`config.mk`:
```
export PLATFORM = sky130hd
export DESIGN_NAME = mc_sequencer_flat
export DESIGN_NICKNAME = d
export VERILOG_FILES = /design/src/rtl/mc_sequencer_if.sv /design/src/rtl/mc_sequencer.sv /design/src/flat_wrapper.sv
export SDC_FILE = /design/constraint.sdc
export NUM_CORES = 1
export LEC_CHECK = 0
export ABC_CLOCK_PERIOD_IN_PS = 5050
export BUFFER_PORTS_ARGS = -buffer_cell sky130_fd_sc_hd__buf_4
export CAP_MARGIN = 30
export CORE_ASPECT_RATIO = 1.4
export CORE_MARGIN = 1
export CORE_UTILIZATION = 55
export CTS_CLUSTER_DIAMETER = 40
export DETAILED_ROUTE_END_ITERATION = 6
export GPL_TIMING_DRIVEN = 0
export PLACE_DENSITY = 0.79
export SYNTH_ARGS = -nofsm -noshare
export SYNTH_HDL_FRONTEND = slang
export SYNTH_SLANG_ARGS = --single-unit
```
`constraint.sdc`:
```
create_clock -name clk -period 5.05 [get_ports clk]
set_input_delay 1.2625 -clock clk [delete_from_list [all_inputs] [get_ports clk]]
set_output_delay 1.2625 -clock clk [all_outputs]
set_load 0.03 [all_outputs]
```
`src/rtl/mc_sequencer_if.sv`:
```
// Control bundle between the multi-cycle sequencer and the processor top level.
// halt/mem_ready are level signals: halt is honoured only in FETCH, and MEM holds until mem_ready=1 is seen on an edge.
interface mc_sequencer_if #(
  parameter int OPCODE_W = 6,
  parameter int CNT_W    = 32
);
  logic                halt;
  logic [OPCODE_W-1:0] opcode;
  logic                mem_ready;
  logic [2:0]          state;
  logic                ir_write;
  logic                reg_read_en;
  logic                alu_en;
  logic                mem_en;
  logic                wb_en;
  logic                pc_write;
  logic                illegal_op;
  logic [CNT_W-1:0]    instret;

  modport master (
    output halt, opcode, mem_ready,
    input  state, ir_write, reg_read_en, alu_en, mem_en, wb_en,
           pc_write, illegal_op, instret
  );

  modport slave (
    input  halt, opcode, mem_ready,
    output state, ir_write, reg_read_en, alu_en, mem_en, wb_en,
           pc_write, illegal_op, instret
  );
endinterface

```
`src/rtl/mc_sequencer.sv`:
```
// Multi-cycle FETCH/DECODE/EXEC/MEM/WB sequencer with one-hot stage strobes
// and a retired-instruction counter.
module mc_sequencer #(
  parameter int OPCODE_W = 6,
  parameter int CNT_W    = 32
) (
  input  logic         clk,
  input  logic         reset,
  mc_sequencer_if.slave bus
);

  typedef enum logic [2:0] {
    S_FETCH  = 3'd0,
    S_DECODE = 3'd1,
    S_EXEC   = 3'd2,
    S_MEM    = 3'd3,
    S_WB     = 3'd4
  } state_t;

  localparam logic [OPCODE_W-1:0] OP_ADDI   = OPCODE_W'(4);
  localparam logic [OPCODE_W-1:0] OP_LW     = OPCODE_W'(5);
  localparam logic [OPCODE_W-1:0] OP_LW_POI = OPCODE_W'(6);
  localparam logic [OPCODE_W-1:0] OP_SW     = OPCODE_W'(7);
  localparam logic [OPCODE_W-1:0] OP_BGT    = OPCODE_W'(8);
  localparam logic [OPCODE_W-1:0] OP_BNE    = OPCODE_W'(11);
  localparam logic [OPCODE_W-1:0] OP_JMP    = OPCODE_W'(12);
  localparam logic [OPCODE_W-1:0] OP_CALL   = OPCODE_W'(13);
  localparam logic [OPCODE_W-1:0] OP_PUSH   = OPCODE_W'(15);
  localparam logic [OPCODE_W-1:0] OP_POP    = OPCODE_W'(16);

  state_t              state_q, state_d;
  logic [OPCODE_W-1:0] ir_opcode;
  logic [CNT_W-1:0]    instret_q;
  logic                pc_write;
  logic                illegal_op;

  logic is_alu, is_load, is_sw, is_branch, is_jmp, is_stack, is_pop, is_illegal;

  // Instruction class is always taken from the latched opcode, never the live bus.
  always_comb begin
    is_alu     = (ir_opcode <= OP_ADDI);
    is_load    = (ir_opcode == OP_LW) || (ir_opcode == OP_LW_POI);
    is_sw      = (ir_opcode == OP_SW);
    is_branch  = (ir_opcode >= OP_BGT) && (ir_opcode <= OP_BNE);
    is_jmp     = (ir_opcode == OP_JMP);
    is_stack   = (ir_opcode >= OP_CALL) && (ir_opcode <= OP_PUSH);
    is_pop     = (ir_opcode == OP_POP);
    is_illegal = (ir_opcode > OP_POP);
  end

  always_ff @(posedge clk or posedge reset) begin
    if (reset) begin
      state_q   <= S_FETCH;
      ir_opcode <= '0;
      instret_q <= '0;
    end else begin
      state_q <= state_d;
      if (state_q == S_FETCH && !bus.halt) begin
        ir_opcode <= bus.opcode;
      end
      if (pc_write && !is_illegal) begin
        instret_q <= instret_q + CNT_W'(1);
      end
    end
  end

  // pc_write marks the final cycle of every instruction; in MEM it waits for mem_ready.
  always_comb begin
    state_d    = state_q;
    pc_write   = 1'b0;
    illegal_op = 1'b0;
    case (state_q)
      S_FETCH: begin
        if (!bus.halt) state_d = S_DECODE;
      end
      S_DECODE: begin
        if (is_jmp || is_illegal) begin
          state_d    = S_FETCH;
          pc_write   = 1'b1;
          illegal_op = is_illegal;
        end else if (is_stack || is_pop) begin
          state_d = S_MEM;
        end else begin
          state_d = S_EXEC;
        end
      end
      S_EXEC: begin
        if (is_branch) begin
          state_d  = S_FETCH;
          pc_write = 1'b1;
        end else if (is_alu) begin
          state_d = S_WB;
        end else begin
          state_d = S_MEM;
        end
      end
      S_MEM: begin
        if (bus.mem_ready) begin
          if (is_load || is_pop) begin
            state_d = S_WB;
          end else begin
            state_d  = S_FETCH;
            pc_write = 1'b1;
          end
        end
      end
      S_WB: begin
        state_d  = S_FETCH;
        pc_write = 1'b1;
      end
      default: state_d = S_FETCH;
    endcase
  end

  // sw is decoded but needs no special case: EXEC falls through to MEM and MEM retires it.
  logic unused_class;
  assign unused_class = is_sw;

  assign bus.state       = state_q;
  assign bus.ir_write    = (state_q == S_FETCH) && !bus.halt;
  assign bus.reg_read_en = (state_q == S_DECODE);
  assign bus.alu_en      = (state_q == S_EXEC);
  assign bus.mem_en      = (state_q == S_MEM);
  assign bus.wb_en       = (state_q == S_WB);
  assign bus.pc_write    = pc_write;
  assign bus.illegal_op  = illegal_op;
  assign bus.instret     = instret_q;

endmodule

```
`src/flat_wrapper.sv`:
```
// flat-port wrapper written by rule: the top's interface ports become plain ports
module mc_sequencer_flat 
#(
  parameter int OPCODE_W = 6,
  parameter int CNT_W    = 32
)
  (clk, reset, bus_halt, bus_opcode, bus_mem_ready, bus_state, bus_ir_write, bus_reg_read_en, bus_alu_en, bus_mem_en, bus_wb_en, bus_pc_write, bus_illegal_op, bus_instret);
  mc_sequencer_if #(.OPCODE_W(OPCODE_W), .CNT_W(CNT_W)) bus_i ();
  input  logic clk;
  input  logic reset;
  input wire logic [$bits(bus_i.halt)-1:0] bus_halt;
  input wire logic [$bits(bus_i.opcode)-1:0] bus_opcode;
  input wire logic [$bits(bus_i.mem_ready)-1:0] bus_mem_ready;
  output wire logic [$bits(bus_i.state)-1:0] bus_state;
  output wire logic [$bits(bus_i.ir_write)-1:0] bus_ir_write;
  output wire logic [$bits(bus_i.reg_read_en)-1:0] bus_reg_read_en;
  output wire logic [$bits(bus_i.alu_en)-1:0] bus_alu_en;
  output wire logic [$bits(bus_i.mem_en)-1:0] bus_mem_en;
  output wire logic [$bits(bus_i.wb_en)-1:0] bus_wb_en;
  output wire logic [$bits(bus_i.pc_write)-1:0] bus_pc_write;
  output wire logic [$bits(bus_i.illegal_op)-1:0] bus_illegal_op;
  output wire logic [$bits(bus_i.instret)-1:0] bus_instret;
  assign bus_i.halt = bus_halt;
  assign bus_i.opcode = bus_opcode;
  assign bus_i.mem_ready = bus_mem_ready;
  assign bus_state = bus_i.state;
  assign bus_ir_write = bus_i.ir_write;
  assign bus_reg_read_en = bus_i.reg_read_en;
  assign bus_alu_en = bus_i.alu_en;
  assign bus_mem_en = bus_i.mem_en;
  assign bus_wb_en = bus_i.wb_en;
  assign bus_pc_write = bus_i.pc_write;
  assign bus_illegal_op = bus_i.illegal_op;
  assign bus_instret = bus_i.instret;
  mc_sequencer #(.OPCODE_W(OPCODE_W), .CNT_W(CNT_W)) u_core (.clk(clk), .reset(reset), .bus(bus_i));
endmodule
```
==> results_dict.tcl <==
set metrics [dict create \
    slew_headroom 0.4378 \
    crit_path_start_kind "input pin" \
    grt_pass1_wl_um 7838 \
    cts-resized-gates 0 \
    cp.arrival_ps 2260 \
    num_vias 1821 \
    cts.sinks 41 \
    cts_inserted_buffers 5 \
    netlist_instances 210 \
    hp-class "reg -> reg" \
    gp_congestion 0.8038 \
    layout-drive-gt1-share 0.3309 \
    core_area_mm2 0.003919 \
    antenna_left 0 \
    status "complete, no violations" \
    seqCellArea_mm2 0.001026 \
    ioPinCount 52 \
    ys_ff_latch 41 \
    worstSetupPathType "in -> out" \
    final_util 0.7123 \
    die_h_um 77.51 \
    h-tree-depth 2 \
    cp_slowest_stage_delay_ps 590 \
    dieArea_mm2 0.004335 \
    critPathCaptureType "primary output" \
    synth_edf_count 0 \
    start_util 0.5715 \
    yosysUniqueCellTypes 49 \
    synth_xor_area_frac 0.1251 \
    tightest_slew_ps 842.1 \
    ys_seq_area_frac 0.4581 \
    p_comb_frac 0.388 \
    yosys_warnings 0 \
    synth_compound_area_frac 0.06592 \
    worstPathMaxFanout 9 \
    finalWorstSetupSlack_ps 1528 \
    cts_setup_buffers 0 \
    post-synth-top-count-cell "dfrtp_1" \
    post-route-period-util 0.6974 \
    grt_max_degree 42 \
    async_reset_ff_frac 1.000 \
    wire_per_inst_um 15.15 \
    required_ps 3790 \
    cts.path.max_buffers 2 \
    via_per_inst 5.837 \
    grt_usage 0.2342 \
    nets 279 \
    path_clk_slew_ps 80 \
    synth_adder_area_share 0.005587 \
    hpwl_um 3343 \
    cts_tree "done" \
    drt_iter0_drc 71 \
    areaGrowthSynthToFinish_pct 24.64 \
    rows 27 \
    p_per_area_mw_per_mm2 417.1 \
    io_buffers 51 \
    rsz0062_at_grt "no" \
    dpl-instance-area_mm2 0.002676 \
    synth_top_area_share 0.4581 \
    leakage_nw 1.108 \
    drc 0 \
    slew_viol_final 0 \
    insertedDiodeCount 0 \
    crit_slowest_cell "nor4_2" \
    globalRouteOverflowTotal 0 \
    hold_viol_final 0 \
    antenna_found_initial 0 \
    fmax_mhz 284.0 \
    cp_common_cell "buf_4" \
    synth_flop_cell "dfrtp_1" \
    power.share.sequential 0.378 \
    setup_viol 0 \
    final_area_mm2 0.002791 \
    tns_ps 0 \
    synth_top_family_by_area "simple AND/OR/NAND/NOR gates" \
    syn-cell-area_mm2 0.002240 \
    yosys.area_share.simple 0.2844 \
    clock_power_share 0.234 \
    synthesis.nets 221 \
    hold_buffers 0 \
    first_global_vias 1702 \
    synth_common_cells "dfrtp_1, xor2_1, nand2_1, nand3_1, nor3_1" \
    worstSkewPairLatency_ps 300 \
    fin_skew_ps 8.368 \
    syn_area_per_cell_um2 10.66 \
    firstDrtPassIters 4 \
    synth.area.top_cells "dfrtp_1, xor2_1, nor4_2" \
    cts_root_buffer "clkbuf_8" \
    cap_violations 0 \
    dp_slack_ps 1516 \
    fillCellCount 315 \
    irDropWorstVdd_uv 403.8 \
    die_w_um 55.93 \
    routed_wl_um 4728 \
    intPower_mw 0.6949 \
    synthMuxAreaShare 0.02961 \
    switching_share 0.4031 \
    multi_input_area_mm2 0.001144 \
    finalCriticalPeriod_ps 3522 \
    switchingPower_mw 0.4693 \
    synth_top_cell_by_area "dfrtp_1" \
    crit_chain "buf_4 > nor4_2 > buf_4" \
]
-- cell usage in the layout (no fill, tap or decap), types with 9 or more instances in the layout --
cell and instances:
buf_4 52, xor2_1 22, nor4_2 9, nand4_1 9, nand2_1 13, nor3_1 11
nand3_1 12, nor2_1 10, xnor2_1 10, dfrtp_1 41
-- final timing paths --
kind / from / to / slack [ps] / depth (start not counted)
worst max-delay path: bus_halt / bus_ir_write / 1530 / 3
worst min-delay path: u_core.bus.instret[31] / u_core.bus.instret[31] / 480 / 1
worst max register to register: u_core.ir_opcode[0] / u_core.bus.instret[28] / 2870 / 6
worst min register to register: u_core.bus.instret[31] / u_core.bus.instret[31] / 480 / 1
max in group asynchronous: reset / u_core.bus.instret[27] / 3390 / 2
min in group asynchronous: reset / u_core.bus.instret[9] / 1130 / 2
-- logic make-up (layout without fill, tap and decap cells) --
family / Yosys count / after routing
compound gates: 18 / 18
xor+xnor: 32 / 32
fa+ha+maj: 1 / 1
buf+inv: 15 / 74
flops: 41 / 41
mux: 6 / 6
simple gates: 97 / 97
-- layer usage --
metal | wire length (µm) | track usage
met5 | 0 | 0
met4 | 104 | 0.1098
met3 | 228 | 0.05500
met2 | 2511 | 0.4084
met1 | 1883 | 0.2692
-- power groups by stage --
stage	Clock (mW)	Sequential [mW]	Combinational (mW)
floorplan	0	0.462	0.297
global placement	0	0.441	0.447
detailed placement	0	0.446	0.452
CTS	0.277	0.439	0.453
global route	0.290	0.446	0.490
finish	0.272	0.440	0.452
-- critical path, delay by kind of cell --
| family | cells | cell delay [ps] |
|---|---|---|
| buffers and inverters | 2 | 410 |
| AND/OR/NAND/NOR | 1 | 590 |
-- metrics by stage --
step | cells | total power, mW | hold slack (ps)
3_3_place_gp | 304 | 0.8880 | 460.1
4_1_cts | 312 | 1.169 | 481.8
2_1_floorplan | 210 | 0.7589 | 598.1
3_5_place_dp | 304 | 0.8980 | 469.4
5_1_grt | 312 | 1.227 | 482.3
6_report | 312 | 1.164 | 480.2
-- flip-flops by register name (all words and copies together) (netlist names) --
| signal | flops |
|---|---|
| u_core.bus.instret | 32 |
| u_core.bus.state | 3 |
| u_core.ir_opcode | 6 |
-- area by class of cell --
class                           count  area share
Buffer                              8     0.01569
Clock buffer                        5     0.02465
Clock inverter                      3     0.01658
Inverter                            7    0.009413
Multi-Input combinational cell    154      0.4097
Sequential cell                    41      0.3675
Tap cell                           43     0.01927
Timing Repair Buffer               51      0.1372
Note: power is estimated with default switching activity, not from simulation.
